==> src/rtl/instr_fetch_seq_if.sv <==
// rtl/instr_fetch_seq_if.sv - fetch stage bus bundle: imem request/response and decode handshake
interface instr_fetch_seq_if #(
  parameter int ADDR_W = 8
);
  logic              imem_req;
  logic [ADDR_W-1:0] imem_addr;
  logic [15:0]       imem_rdata;
  logic              imem_valid;
  logic              instr_valid;
  logic [15:0]       instr;
  logic [3:0]        opcode;
  logic [ADDR_W-1:0] instr_pc;
  logic              dec_ready;
  logic              skip_cond;
  logic              halted;

  // Fetch sequencer side
  modport master (
    output imem_req, imem_addr, instr_valid, instr, opcode, instr_pc, halted,
    input  imem_rdata, imem_valid, dec_ready, skip_cond
  );

  // Memory / decoder side
  modport slave (
    input  imem_req, imem_addr, instr_valid, instr, opcode, instr_pc, halted,
    output imem_rdata, imem_valid, dec_ready, skip_cond
  );
endinterface

==> src/rtl/instr_fetch_seq.sv <==
// rtl/instr_fetch_seq.sv - program counter, single-outstanding instruction fetch and decode hand-off
module instr_fetch_seq #(
  parameter int                ADDR_W   = 8,
  parameter logic [ADDR_W-1:0] RESET_PC = '0
) (
  input  logic               clk,
  input  logic               rst_n,
  instr_fetch_seq_if.master  bus
);

  typedef enum logic [2:0] {
    S_IDLE  = 3'd0,
    S_FETCH = 3'd1,
    S_WAIT  = 3'd2,
    S_ISSUE = 3'd3,
    S_HALT  = 3'd4
  } state_t;

  localparam logic [3:0] OP_HALT = 4'd1;
  localparam logic [3:0] OP_SKIP = 4'd5;
  localparam logic [3:0] OP_JUMP = 4'd6;

  // Jump targets come from the 12-bit immediate; wider PCs zero-extend it.
  localparam int JW = (ADDR_W > 12) ? 12 : ADDR_W;

  state_t            state_q, state_d;
  logic [ADDR_W-1:0] pc_q, pc_d;
  logic [ADDR_W-1:0] instr_pc_q, instr_pc_d;
  logic [15:0]       instr_q, instr_d;
  logic [ADDR_W-1:0] jump_tgt;

  assign jump_tgt = ADDR_W'(instr_q[JW-1:0]);

  // State and datapath registers with synchronous active-low reset
  always_ff @(posedge clk) begin
    if (!rst_n) begin
      state_q    <= S_IDLE;
      pc_q       <= RESET_PC;
      instr_q    <= '0;
      instr_pc_q <= RESET_PC;
    end else begin
      state_q    <= state_d;
      pc_q       <= pc_d;
      instr_q    <= instr_d;
      instr_pc_q <= instr_pc_d;
    end
  end

  // Next state and next PC; memory responses outside WAIT are dropped
  always_comb begin
    state_d    = state_q;
    pc_d       = pc_q;
    instr_d    = instr_q;
    instr_pc_d = instr_pc_q;
    case (state_q)
      S_IDLE:  state_d = S_FETCH;
      S_FETCH: state_d = S_WAIT;
      S_WAIT: begin
        if (bus.imem_valid) begin
          instr_d    = bus.imem_rdata;
          instr_pc_d = pc_q;
          state_d    = S_ISSUE;
        end
      end
      S_ISSUE: begin
        if (bus.dec_ready) begin
          case (instr_q[15:12])
            OP_HALT: begin
              state_d = S_HALT;
            end
            OP_JUMP: begin
              pc_d    = jump_tgt;
              state_d = S_FETCH;
            end
            OP_SKIP: begin
              pc_d    = bus.skip_cond ? (pc_q + ADDR_W'(2)) : (pc_q + ADDR_W'(1));
              state_d = S_FETCH;
            end
            default: begin
              pc_d    = pc_q + ADDR_W'(1);
              state_d = S_FETCH;
            end
          endcase
        end
      end
      S_HALT:  state_d = S_HALT;
      default: state_d = S_IDLE;
    endcase
  end

  // Outputs decoded from state or driven straight from registers
  always_comb begin
    bus.imem_req    = (state_q == S_FETCH);
    bus.imem_addr   = pc_q;
    bus.instr_valid = (state_q == S_ISSUE);
    bus.instr       = instr_q;
    bus.opcode      = instr_q[15:12];
    bus.instr_pc    = instr_pc_q;
    bus.halted      = (state_q == S_HALT);
  end

endmodule

==> src/flat_wrapper.sv <==
// flat-port wrapper written by rule: the top's interface ports become plain ports
module instr_fetch_seq_flat 
#(
  parameter int                ADDR_W   = 8,
  parameter logic [ADDR_W-1:0] RESET_PC = '0
)
  (clk, rst_n, bus_imem_req, bus_imem_addr, bus_instr_valid, bus_instr, bus_opcode, bus_instr_pc, bus_halted, bus_imem_rdata, bus_imem_valid, bus_dec_ready, bus_skip_cond);
  instr_fetch_seq_if #(.ADDR_W(ADDR_W)) bus_i ();
  input  logic clk;
  input  logic rst_n;
  output wire logic [$bits(bus_i.imem_req)-1:0] bus_imem_req;
  output wire logic [$bits(bus_i.imem_addr)-1:0] bus_imem_addr;
  output wire logic [$bits(bus_i.instr_valid)-1:0] bus_instr_valid;
  output wire logic [$bits(bus_i.instr)-1:0] bus_instr;
  output wire logic [$bits(bus_i.opcode)-1:0] bus_opcode;
  output wire logic [$bits(bus_i.instr_pc)-1:0] bus_instr_pc;
  output wire logic [$bits(bus_i.halted)-1:0] bus_halted;
  input wire logic [$bits(bus_i.imem_rdata)-1:0] bus_imem_rdata;
  input wire logic [$bits(bus_i.imem_valid)-1:0] bus_imem_valid;
  input wire logic [$bits(bus_i.dec_ready)-1:0] bus_dec_ready;
  input wire logic [$bits(bus_i.skip_cond)-1:0] bus_skip_cond;
  assign bus_imem_req = bus_i.imem_req;
  assign bus_imem_addr = bus_i.imem_addr;
  assign bus_instr_valid = bus_i.instr_valid;
  assign bus_instr = bus_i.instr;
  assign bus_opcode = bus_i.opcode;
  assign bus_instr_pc = bus_i.instr_pc;
  assign bus_halted = bus_i.halted;
  assign bus_i.imem_rdata = bus_imem_rdata;
  assign bus_i.imem_valid = bus_imem_valid;
  assign bus_i.dec_ready = bus_dec_ready;
  assign bus_i.skip_cond = bus_skip_cond;
  instr_fetch_seq #(.ADDR_W(ADDR_W), .RESET_PC(RESET_PC)) u_core (.clk(clk), .rst_n(rst_n), .bus(bus_i));
endmodule
==> config.mk <==
export PLATFORM = sky130hd
export DESIGN_NAME = instr_fetch_seq_flat
export DESIGN_NICKNAME = d
export VERILOG_FILES = /design/src/rtl/instr_fetch_seq_if.sv /design/src/rtl/instr_fetch_seq.sv /design/src/flat_wrapper.sv
export SDC_FILE = /design/constraint.sdc
export NUM_CORES = 1
export LEC_CHECK = 0
export ABC_AREA = 1
export CAP_MARGIN = 40
export CORE_MARGIN = 3
export CORE_UTILIZATION = 42
export DETAILED_ROUTE_END_ITERATION = 7
export PLACE_DENSITY_LB_ADDON = 0.1
export SLEW_MARGIN = 5
export SYNTH_ARGS = -nofsm -noshare
export SYNTH_HDL_FRONTEND = slang
export SYNTH_SLANG_ARGS = --single-unit
==> constraint.sdc <==
create_clock -name clk -period 1.13 [get_ports clk]
set_input_delay 0.1695 -clock clk [delete_from_list [all_inputs] [get_ports clk]]
set_output_delay 0.1695 -clock clk [all_outputs]
set_load 0.01 [all_outputs]
== Word-level counts from Yosys, hierarchy flattened ==
Cells that the tools add are included.
W data, S select, Z words.
Word-level totals
  input bits: 21
  word-level logic and storage cells: 26
  bits in registers: 35
  memory bits (writable): 0
  memory bits (read-only): 0
  memories kept: 0
  latch bits: 0
  output and inout bits: 39
Operators by class
  multipliers: 0
  shift-type cells: 0
  equal/unequal tests: 9
  bitwise operators: 1
  add/subtract/negate cells: 2
  mux-type cells: 6
  magnitude comparators: 0
  reductions and logical operators: 4
  divide/modulo/power cells: 0
Operators with widths (count)
  $pmux W8 S3: 1
  $pmux W3 S5: 1
  $mux W3: 3
  $add A8 B1 Y8 const B: 1
  $add A8 B2 Y8 const B: 1
  $eq A4 B3 Y1 const B: 2
  $mux W8: 1
  $eq A3 B2 Y1 const B: 2
  $eq A4 B1 Y1 const B: 1
  $reduce_and A2 Y1: 2
  $eq A3 B1 Y1 const B: 1
  $eq A3 B3 Y1 const B: 1
  $logic_not A3 Y1: 1
  $reduce_and A3 Y1: 1
  $ne A2 B1 Y1 const B: 1
  $ne A2 B2 Y1 const B: 1
  $not A1 Y1: 1

== Depth between registers and ports, before layout ==
Gate-level depths: netlist of run 1.
  word-level depth: 4
  depth in mapped cells: 9
  depth with buffers taken out: 9

== Worst setup path after synthesis of run 1 ==
Ideal clock, no wire load.
  path kind: register -> register
  start: register u_core.pc_q[2], in the netlist u_core.bus.imem_addr[2]
  end: register u_core.pc_q[7], in the netlist u_core.bus.imem_addr[7]
  setup time: 117 ps
  path buffers: 0
  clock period less this slack: 1331 ps
  arrival time: 1214 ps
  stages on the path, launching flop included: 9
  path slack: -201 ps
  data required time: 1013 ps
  path through: dfxtp_1 ha_1 nand2_1 inv_1 nand3_1 nand3_1 nand2_1 nor2_1 nor2_1
Between the ends
  cells in the longest elaborated chain, start to end: 3
  elaborated cells on any way between the ends: 4
  those cells by class: add/sub: 2; mux: 2
Ends and longest elaborated chain
  start: declaration: line instr_fetch_seq.sv:27  | logic [ADDR_W-1:0] pc_q, pc_d;
  start signal: assignment: line instr_fetch_seq.sv:43  | pc_q <= pc_d;
  $add A8 B1 Y8 / $add A8 B2 Y8 (equally long branches): line instr_fetch_seq.sv:76, instr_fetch_seq.sv:80
  $mux W8: line instr_fetch_seq.sv:76  | pc_d = bus.skip_cond ? (pc_q + ADDR_W'(2)) : (pc_q + ADDR_W'(1));
  $pmux W8 S3 *: line instr_fetch_seq.sv:67  | case (instr_q[15:12])
Mark *: on every way between the ends. The rest lies on a longest branch, timed or not.
A chain may end at the register's enable or synchronous reset.

== Final worst setup path of run 1 ==
  start: register u_core.state_q[2]
  end: register u_core.pc_q[4], in the netlist u_core.bus.imem_addr[4]
Between the ends
  cells in the longest elaborated chain, start to end: 2
Ends and longest elaborated chain
  start: declaration: line instr_fetch_seq.sv:26  | state_t state_q, state_d;
  start signal: assignment: line instr_fetch_seq.sv:42  | state_q <= state_d;
  $eq A3 B2 Y1: line instr_fetch_seq.sv:55  | case (state_q)
  $reduce_and A3 Y1 (no line)
Every way passes these cells.

==> results of run 1 <==
## tightest hold or removal path, cell delays in order
cell and delay, ns:
clkdlybuf4s50_1 0.39, o21ai_1 0.12, nor2_1 0.04
## per-layer routing
layer / track usage, % / share of wire, %
met5: 0 / 0
met4: 10.7 / 2.7
met3: 5.06 / 5.8
met2: 34.9 / 51
met1: 27.1 / 41
## cells in the final DEF (no fill, tap or decap), drive strengths merged
cell / count
a21oi: 26
a31oi: 1
buf: 50
clkbuf: 9
clkdlybuf4s15: 9
clkdlybuf4s50: 20
clkinv: 2
dfxtp: 35
dlygate4sd2: 23
ha: 3
inv: 30
nand2: 46
nand3: 25
nor2: 52
nor3: 1
o21ai: 37
xnor2: 1
xor2: 2
## worst max path at each step
stage,startpoint,cells past startpoint,to,slack (ns)
finish,u_core.state_q[2],9,u_core.bus.imem_addr[4],-0.20
global route,u_core.state_q[1],8,u_core.bus.imem_addr[4],-0.25
CTS,u_core.state_q[0],4,bus_halted,-0.21
detailed placement,bus_dec_ready,8,u_core.bus.imem_addr[7],-0.32
global placement,bus_skip_cond,9,u_core.bus.imem_addr[5],-0.26
floorplan,u_core.bus.imem_addr[2],8,u_core.bus.imem_addr[5],-0.03
## state kept, by name (all words and copies together), names as in the netlist
name / cells
u_core.bus.imem_addr: 8
u_core.bus.instr: 16
u_core.bus.instr_pc: 8
u_core.state_q: 3
## logic make-up after synthesis
logic type,count (synthesis),synth area share (%)
simple gates,124,32.6
compound gates,64,17.1
buf+inv,42,10.4
flops,35,36.5
xor+xnor,3,1.37
fa+ha+maj,3,1.96
## cell type report
cell class	instances	area, um^2	share of cell area (%)
Clock buffer	7	76.3	2.45
Clock inverter	1	5.00	0.161
Inverter	31	139	4.46
Multi-Input combinational cell	194	1170	37.6
Sequential cell	35	739	23.7
Tap cell	50	62.6	2.01
Timing Repair Buffer	104	922	29.6
## cell usage after synthesis, types with 2 or more instances
cell / n
clkbuf_1: 3
a21oi_1: 25
buf_4: 5
buf_6: 2
dfxtp_1: 35
nand3_2: 2
nand2_1: 39
nand2_4: 3
inv_2: 5
ha_1: 3
nor2_4: 6
nand3_1: 23
xor2_1: 2
o21ai_1: 2
o21ai_0: 34
nand2_2: 4
nor2_2: 3
nor2_8: 2
nor2_1: 41
inv_1: 24
## power groups by stage
stage,Sequential (mW),Clock [mW],Combinational [mW]
2_1_floorplan,1.47,0,0.331
3_3_place_gp,1.43,0,0.773
3_5_place_dp,1.44,0,0.782
4_1_cts,1.41,0.907,0.780
5_1_grt,1.43,0.948,0.917
6_report,1.42,0.904,0.831
## through the flow
step / cells / setup WS, ns / area, um^2
floorplan: 271 / -0.0268 / 1970
global placement: 402 / -0.262 / 2820
detailed placement: 402 / -0.319 / 2820
CTS: 417 / -0.210 / 3000
global route: 422 / -0.252 / 3120
finish: 422 / -0.201 / 3120
## timing repair
item	4_1_cts	5_1_grt
gates resized for setup	101	42
buffers inserted	7	5
setup endpoints to repair	73	49
pin swaps	11	10
endpoints found under the hold margin	0	0
==> results.sh, run 1 <==
export IMPL_status="finished, violations left"
export IMPL_violations="setup timing"
export IMPL_cp_buffers_inverters=3
export IMPL_syn_inst=271
export IMPL_ant_nets=0
export IMPL_worstPathMaxFanout=7
export IMPL_max_freq_mhz=751
export IMPL_critical_path_startpoint_type="flip-flop"
export IMPL_drt_iter0_drc=183
export IMPL_grt_max_degree=15
export IMPL_min_path_cells=3
export IMPL_cap_violations=0
export IMPL_hold_violations=0
export IMPL_ys_ff_latch=35
export IMPL_avgSynthCellArea_um2=7.08
export IMPL_clkSinkCount=35
export IMPL_ys_top_cells_by_area="dfxtp_1, o21ai_0, nor2_1, nand2_1, a21oi_1"
export IMPL_cts_buffer_depth=2
export IMPL_switching_share_pct=31.0
export IMPL_io_pins=60
export IMPL_initial_core_util_pct=45.7
export IMPL_final_setup_skew_ns=0.00947
export IMPL_r2r_cells=9
export IMPL_syn_num_nets=295
export IMPL_slew_headroom_pct=82.3
export IMPL_p_leak_nw=1.41
export IMPL_cp_top_family="simple AND/OR/NAND/NOR gates"
export IMPL_path_class="flip-flop to flip-flop"
export IMPL_min_period_ns=1.33
export IMPL_synth_ff_type="dfxtp_1"
export IMPL_grt_overflow=0
export IMPL_fill_cells=346
export IMPL_setup_ws_ns=-0.201
export IMPL_cp_slowest_cell="dfxtp_2"
export IMPL_reg2reg_from="u_core.state_q[2]"
export IMPL_area_delta_synth_final_pct=62.4
export IMPL_min_to="u_core.bus.instr[3]"
export IMPL_crit_chain="inv_4 > nand3_4 > buf_6 > nor2_4 > nand2_8 > a21oi_2 > nand3_1 > nand2_1 > inv_1"
export IMPL_combinationalPowerShare_pct=26.4
export IMPL_die_h_um=73.6
export IMPL_finalSetupViolCount=37
export IMPL_dieArea_mm2=0.00542
export IMPL_cellPowerDensity_mw_per_mm2=1010
export IMPL_seq_power_share_pct=45.0
export IMPL_yosysSeqAreaShare_pct=36.5
export IMPL_worst_pin_slew_ns=0.266
export IMPL_p_total_mw=3.15
export IMPL_grt_usage_pct=21.7
export IMPL_reg2reg_slack_ns=-0.20
export IMPL_dp_hpwl_um=3970
export IMPL_core_mm2=0.00420
export IMPL_switchingPower_uw=977
export IMPL_drc=0
export IMPL_insertion_delay_ns=0.30
export IMPL_cpPeakStageDelay_ns=0.34
export IMPL_crit_path_end_kind="flip-flop"
export IMPL_grt_pass1_vias=2060
export IMPL_antenna_found_initial=0
export IMPL_row_count=23
export IMPL_num_vias=2139
export IMPL_clkPwrFrac_pct=28.7
export IMPL_r2r_end="u_core.bus.imem_addr[4]"
export IMPL_cts_made_buffers=5
export IMPL_worstHoldStart="bus_imem_rdata[3]"
export IMPL_vias_per_cell=5.07
export IMPL_critPathRequiredTime_ns=1.33
export IMPL_hold_class="input pin to flip-flop"
export IMPL_yosysUniqueCellTypes=28
export IMPL_htreeDepth=2
export IMPL_cts_hold_fix_buffers=0
export IMPL_clk_pin_slew_ns=0.08
export IMPL_place_congestion=0.878
export IMPL_maxSlewViolCount=0
export IMPL_cts_root_buf="clkbuf_8"
export IMPL_grt_setup_unrepaired="true"
export IMPL_diodes=0
export IMPL_peakVddDrop_uv=797
export IMPL_first_pass_iters=4
export IMPL_io_buffers=59
export IMPL_cts_tree="yes"
export IMPL_synth_async_sr_flop_share_pct=0
export IMPL_nets=395
export IMPL_power_internal_mw=2.18
export IMPL_fin_crit_sh_pct=118
export IMPL_setup_tns_ns=-2.44
export IMPL_die_w_um=73.6
export IMPL_wl_um=5840
export IMPL_arrival_ns=1.53
export IMPL_yosysWarnings=0
export IMPL_synth_area_mm2=0.00192
export IMPL_grt_first_pass_wirelength_um=9160
export IMPL_wl_per_cell_um=13.8
export IMPL_synth_edff_count=0
export IMPL_netlist_area_leader_share_pct=36.5
export IMPL_fin_util_pct=74.2
export IMPL_synth_top_cell_by_area="dfxtp_1"
export IMPL_hold_slack_ns=0.471
export IMPL_drive_gt1_share_pct=35.8
(Power assumes the default switching activity.)
==> run 2, diff against run 1 <==
--- a/config.mk
+++ b/config.mk
@@ -8,7 +8,7 @@
 export ABC_AREA = 1
 export CAP_MARGIN = 40
 export CORE_MARGIN = 3
-export CORE_UTILIZATION = 42
+export CORE_UTILIZATION = 40
 export DETAILED_ROUTE_END_ITERATION = 7
 export PLACE_DENSITY_LB_ADDON = 0.1
 export SLEW_MARGIN = 5
==> run 2 against run 1 <==
The flow still finishes with violations (setup timing). Critical path depth did not move. Routed wire length up 0.82%. Hold slack about the same. First-iteration DRC count increased by 8.2%. Flip-flop and latch count unchanged. Cell area up 0.52%. Highest routed layer unchanged. Power grew 9.9%. Clock skew increased by 0.0044 ns. Fmax increased by 0.11%. Critical endpoint is now u_core.bus.imem_addr[0].
==> results.sh, run 2 (synthesized netlist as in run 1, its figures left out) <==
export IMPL_fin_util_pct=69.6
export IMPL_min_path_cells=3
export IMPL_max_freq_mhz=752
export IMPL_drive_gt1_share_pct=36.2
export IMPL_cp_top_family="simple AND/OR/NAND/NOR gates"
export IMPL_final_setup_skew_ns=0.0139
export IMPL_worstPathMaxFanout=7
export IMPL_critPathRequiredTime_ns=1.35
export IMPL_p_leak_nw=1.40
export IMPL_r2r_cells=9
export IMPL_worst_pin_slew_ns=0.296
export IMPL_critical_path_startpoint_type="flip-flop"
export IMPL_crit_path_end_kind="flip-flop"
export IMPL_setup_ws_ns=-0.199
export IMPL_ant_nets=0
export IMPL_largest_reg_flops=16
export IMPL_cts_hold_fix_buffers=0
export IMPL_place_inst=399
export IMPL_io_buffers=59
export IMPL_cp_slowest_cell="dfxtp_2"
export IMPL_crit_chain="inv_2 > nand3_2 > buf_6 > nor2_4 > nand2_8 > buf_12 > nor2_4 > o21ai_1 > a21oi_1"
export IMPL_vias_per_cell=5.07
export IMPL_min_period_ns=1.33
export IMPL_slew_headroom_pct=80.2
export IMPL_cp_depth=9
export IMPL_wl_um=5890
export IMPL_nets=390
export IMPL_num_vias=2125
export IMPL_dpl_cell_area_mm2=0.00278
export IMPL_grt_usage_pct=21.6
export IMPL_fin_area_mm2=0.00313
export IMPL_finalSetupViolCount=37
export IMPL_maxSlewViolCount=0
export IMPL_diodes=0
export IMPL_clkSinkCount=35
export IMPL_status="finished, violations left"
export IMPL_place_congestion=0.857
export IMPL_final_cell_mix="nand2_1, nor2_1, buf_4"
export IMPL_wl_per_cell_um=14.1
export IMPL_finalNonFillerCells=419
export IMPL_area_delta_synth_final_pct=63.2
export IMPL_clk_pin_slew_ns=0.07
export IMPL_setup_tns_ns=-4.48
export IMPL_die_w_um=75.3
export IMPL_fin_crit_sh_pct=118
export IMPL_cts_buffer_depth=2
export IMPL_hold_violations=0
export IMPL_first_pass_iters=4
export IMPL_p_total_mw=3.47
export IMPL_io_pins=60
export IMPL_cp_common_cell="nor2_4"
export IMPL_dp_hpwl_um=3850
export IMPL_cts_made_buffers=5
export IMPL_row_count=24
export IMPL_arrival_ns=1.55
export IMPL_initial_core_util_pct=42.6
export IMPL_cpPeakStageDelay_ns=0.33
export IMPL_grt_overflow=0
export IMPL_cellPowerDensity_mw_per_mm2=1110
export IMPL_htreeDepth=2
export IMPL_hold_class="input pin to flip-flop"
export IMPL_grt_first_pass_wirelength_um=9200
export IMPL_cap_violations=0
export IMPL_cp_buffers_inverters=3
export IMPL_drc=0
export IMPL_grt_pass1_vias=1972
export IMPL_reg2reg_slack_ns=-0.20
export IMPL_cts_tree="yes"
export IMPL_violations="setup timing"
export IMPL_cts_root_buf="clkbuf_8"
export IMPL_hold_slack_ns=0.470
export IMPL_grt_max_degree=15
export IMPL_path_class="flip-flop to flip-flop"
export IMPL_core_mm2=0.00450
export IMPL_grt_setup_unrepaired="true"
export IMPL_drt_iter0_drc=198
export IMPL_die_h_um=75.3
export IMPL_dp_slack_ns=-0.296
export IMPL_insertion_delay_ns=0.30
export IMPL_peakVddDrop_uv=738
export IMPL_dieArea_mm2=0.00567
export IMPL_antenna_found_initial=0
run 2: repair_timing:
item,CTS,global route
pin swaps,14,10
buffers inserted,8,1
cloned,3,0
gates resized for setup,117,36
setup endpoints to repair,73,54
run 2: final cells by class:
type / count / area (um^2)
clock buffer: 6 / 82.6
clock inverter: 2 / 35.0
fill: 371 / 1370
inverter: 31 / 139
multi-input combinational: 194 / 1180
sequential: 35 / 739
tap: 52 / 65.1
timing repair buffer: 97 / 862
timing repair inverter: 2 / 27.5
run 2: layer usage:
| metal | GRT usage, % | up-vias | routed length, um | share of wire, % |
|---|---|---|---|---|
| met4 | 7.18 | 0 | 57 | 0.97 |
| met1 | 27.1 | 979 | 2620 | 44 |
| met5 | 0 | - | 0 | 0 |
| li1 | - | 1068 | - | - |
| met2 | 36.8 | 70 | 2880 | 49 |
| met3 | 4.67 | 8 | 333 | 5.7 |
run 2: worst register-to-register path: stages (launching register included):
cell,delay (ns)
dfxtp_2,0.33
inv_2,0.08
nand3_2,0.08
buf_6,0.13
nor2_4,0.15
nand2_8,0.12
buf_12,0.15
nor2_4,0.08
o21ai_1,0.06
a21oi_1,0.11
run 2: report_power, final:
group / internal, mW / switching (mW)
logic: 0.421 / 0.433
registers: 1.32 / 0.0892
clock network: 0.714 / 0.486
run 2: path summary, 6_finish.rpt:
kind,startpoint,endpoint
worst max-delay path,u_core.state_q[2],u_core.bus.imem_addr[0]
worst min-delay path,bus_imem_rdata[14],u_core.bus.instr[14]
worst max register to register,u_core.state_q[2],u_core.bus.imem_addr[0]
worst min register to register,u_core.bus.instr[11],u_core.bus.instr[11]
==> run 3, diff against run 2 <==
--- a/config.mk
+++ b/config.mk
@@ -5,7 +5,6 @@
 export SDC_FILE = /design/constraint.sdc
 export NUM_CORES = 1
 export LEC_CHECK = 0
-export ABC_AREA = 1
 export CAP_MARGIN = 40
 export CORE_MARGIN = 3
 export CORE_UTILIZATION = 40
@@ -15,3 +14,4 @@
 export SYNTH_ARGS = -nofsm -noshare
 export SYNTH_HDL_FRONTEND = slang
 export SYNTH_SLANG_ARGS = --single-unit
+export TNS_END_PERCENT = 50
==> run 3 against run 2 <==
The run still ends with setup timing left. Setup slack worse by 0.21 ns. Critical path depth shrank 3. Die area shrank 2.8%. Flip-flop and latch count unchanged. Register-to-register slack lost 0.21 ns. Highest routed layer unchanged. Sequential share of layout area down 0.79 points. Via count decreased by 3.7%. Clock skew fell by 0.0075 ns. Hold slack lost 0.048 ns. Global-route usage rose by 0.68 points. Synthesized cell count decreased by 20%. Cell area rose by 3.8%.
==> results.sh, run 3 <==
export IMPL_min_to="u_core.bus.instr[4]"
export IMPL_synth_ff_type="dfxtp_1"
export IMPL_grt_first_pass_wirelength_um=9360
export IMPL_area_delta_synth_final_pct=74.7
export IMPL_fin_crit_sh_pct=136
export IMPL_ys_ff_latch=35
export IMPL_syn_num_nets=242
export IMPL_cellPowerDensity_mw_per_mm2=819
export IMPL_wl_um=5930
export IMPL_synth_common_cells="nand2_1, dfxtp_1, a21boi_1, o21ai_0, buf_2"
export IMPL_r2r_cells=6
export IMPL_setup_ws_ns=-0.410
export IMPL_yosysWarnings=0
export IMPL_place_congestion=0.856
export IMPL_avgSynthCellArea_um2=8.54
export IMPL_fill_cells=341
export IMPL_grt_setup_unrepaired="true"
export IMPL_arrival_ns=1.71
export IMPL_maxSlewViolCount=0
export IMPL_core_mm2=0.00441
export IMPL_drt_iter0_drc=95
export IMPL_status="finished, violations left"
export IMPL_drive_gt1_share_pct=44.2
export IMPL_place_inst=366
export IMPL_first_pass_iters=5
export IMPL_final_cell_mix="buf_4, nand2_1, dlygate4sd2_1"
export IMPL_dpl_cell_area_mm2=0.00288
export IMPL_nets=360
export IMPL_htreeDepth=2
export IMPL_vias_per_cell=5.26
export IMPL_worstHoldStart="bus_imem_rdata[4]"
export IMPL_io_pins=60
export IMPL_ys_top_cells_by_area="dfxtp_1, nand2_1, a21boi_1, nor4b_4, o21ai_0"
export IMPL_finalSetupViolCount=39
export IMPL_netlist_area_leader_share_pct=37.6
export IMPL_synth_top_cell_by_area="dfxtp_1"
export IMPL_insertion_delay_ns=0.29
export IMPL_critPathRequiredTime_ns=1.30
export IMPL_min_period_ns=1.54
export IMPL_fin_util_pct=73.7
export IMPL_dieArea_mm2=0.00551
export IMPL_peakVddDrop_uv=655
export IMPL_yosysSeqAreaShare_pct=37.6
export IMPL_synth_edff_count=0
export IMPL_clk_pin_slew_ns=0.07
export IMPL_grt_pass1_vias=1970
export IMPL_slew_headroom_pct=77.7
export IMPL_drc=0
export IMPL_reg2reg_from="u_core.bus.instr[14]"
export IMPL_initial_core_util_pct=42.2
export IMPL_reg2reg_slack_ns=-0.41
export IMPL_diodes=0
export IMPL_num_vias=2046
export IMPL_io_buffers=59
export IMPL_multiInputGateArea_mm2=0.00119
export IMPL_violations="setup timing"
export IMPL_cts_made_buffers=5
export IMPL_die_w_um=74.2
export IMPL_yosysUniqueCellTypes=44
export IMPL_hold_class="input pin to flip-flop"
export IMPL_cts_tree="yes"
export IMPL_crit_chain="nor4b_4 > nor4b_4 > buf_6 > nand2_4 > nor2_1 > a311o_1"
export IMPL_clkSinkCount=35
export IMPL_cts_buffer_depth=2
export IMPL_grt_overflow=0
export IMPL_wl_per_cell_um=15.2
export IMPL_synth_area_mm2=0.00186
export IMPL_final_setup_skew_ns=0.00640
export IMPL_seq_area_um2=742
export IMPL_crit_start="u_core.bus.instr[14]"
export IMPL_finalNonFillerCells=389
export IMPL_syn_inst=218
export IMPL_cap_violations=0
export IMPL_final_common_cell="buf_4"
export IMPL_grt_max_degree=16
export IMPL_min_path_cells=3
export IMPL_fin_area_mm2=0.00325
export IMPL_dp_hpwl_um=4000
export IMPL_cp_slowest_cell="nor4b_4"
export IMPL_cpPeakStageDelay_ns=0.37
export IMPL_synth_async_sr_flop_share_pct=0
export IMPL_r2r_end="u_core.bus.imem_addr[4]"
export IMPL_dp_slack_ns=-0.539
export IMPL_max_freq_mhz=649
export IMPL_hold_violations=0
export IMPL_cts_root_buf="clkbuf_8"
export IMPL_die_h_um=74.2
export IMPL_grt_usage_pct=22.3
export IMPL_p_total_mw=2.66
export IMPL_path_class="flip-flop to flip-flop"
export IMPL_ant_nets=0
export IMPL_hold_slack_ns=0.422
export IMPL_largest_reg_flops=16
export IMPL_antenna_found_initial=0
export IMPL_row_count=24
export IMPL_crit_path_end_kind="flip-flop"
export IMPL_p_leak_nw=1.46
export IMPL_setup_tns_ns=-8.33
export IMPL_critical_path_startpoint_type="flip-flop"
export IMPL_worst_pin_slew_ns=0.334
export IMPL_worstPathMaxFanout=5
export IMPL_yosysMostFrequentCell="nand2_1"
export IMPL_cp_common_cell="nor4b_4"
[run 3: cell count changes after synthesis, sizes merged, moves of 4 or more]
cell	delta
buf	+8
o21ai	-26
nand2	+13
nand3	-21
a21boi	+24
nor4b	+4
a21oi	-21
nor2	-46
inv	-29
[run 3: critical path, delay by kind of cell (launching register included)]
| kind | cells | cell delay, ns |
|---|---|---|
| DFF | 1 | 0.36 |
| AOI/OAI and AO/OA | 1 | 0.32 |
| and+or+nand+nor | 4 | 0.59 |
| buffers and inverters | 1 | 0.15 |
[run 3: cell type report]
| type | count | area share [%] |
|---|---|---|
| clock buffers | 8 | 2.46 |
| multi-input cells | 162 | 36.6 |
| inverters | 1 | 0.115 |
| well taps | 52 | 2.00 |
| repair buffers | 131 | 36.0 |
| flip-flops and latches | 35 | 22.8 |
[run 3: power by group]
group / switching (mW) / leakage (nW) / total, mW / internal [mW]
Sequential: 0.0420 / 0.293 / 1.30 / 1.26
Combinational: 0.206 / 1.13 / 0.493 / 0.287
Clock: 0.434 / 0.0395 / 0.871 / 0.438
[run 3: worst max-delay path by stage]
stage	endpoint	slack, ns	cells past startpoint
CTS	u_core.bus.imem_addr[4]	-0.43	6
finish	u_core.bus.imem_addr[4]	-0.41	6
detailed placement	u_core.bus.instr[13]	-0.54	6
floorplan	u_core.bus.imem_addr[2]	-0.27	5
global placement	u_core.bus.instr[1]	-0.55	6
global route	u_core.bus.imem_addr[4]	-0.47	6
[run 3: logic make-up (layout without fill, tap and decap cells)]
logic type                 count (synthesis)  count (layout)  share of synthesized area, %
adders and majority gates                  3               3                          2.02
buffers and inverters                     21             140                          6.99
and+or+nand+nor                           95              95                          28.4
AOI/OAI and AO/OA                         59              59                          22.5
xor gates and xnor gates                   3               3                          1.41
DFF                                       35              35                          37.6
muxes                                      2               2                          1.08
[run 3: per-layer routing]
layer | track usage (%) | part of all wire [%]
met4 | 7.71 | 1.2
met5 | 0 | 0
met1 | 29.1 | 44
met3 | 4.32 | 6.6
met2 | 36.9 | 49
[run 3: what timing repair did]
| action | in CTS | in global routing |
|---|---|---|
| pin swaps | 21 | 23 |
| hold endpoints to repair | 0 | 0 |
| setup buffers | 9 | 3 |
| gates cloned | 4 | 1 |
| resized for setup | 144 | 37 |
| hold buffers | 0 | 0 |
| endpoints found under the setup margin | 73 | 45 |
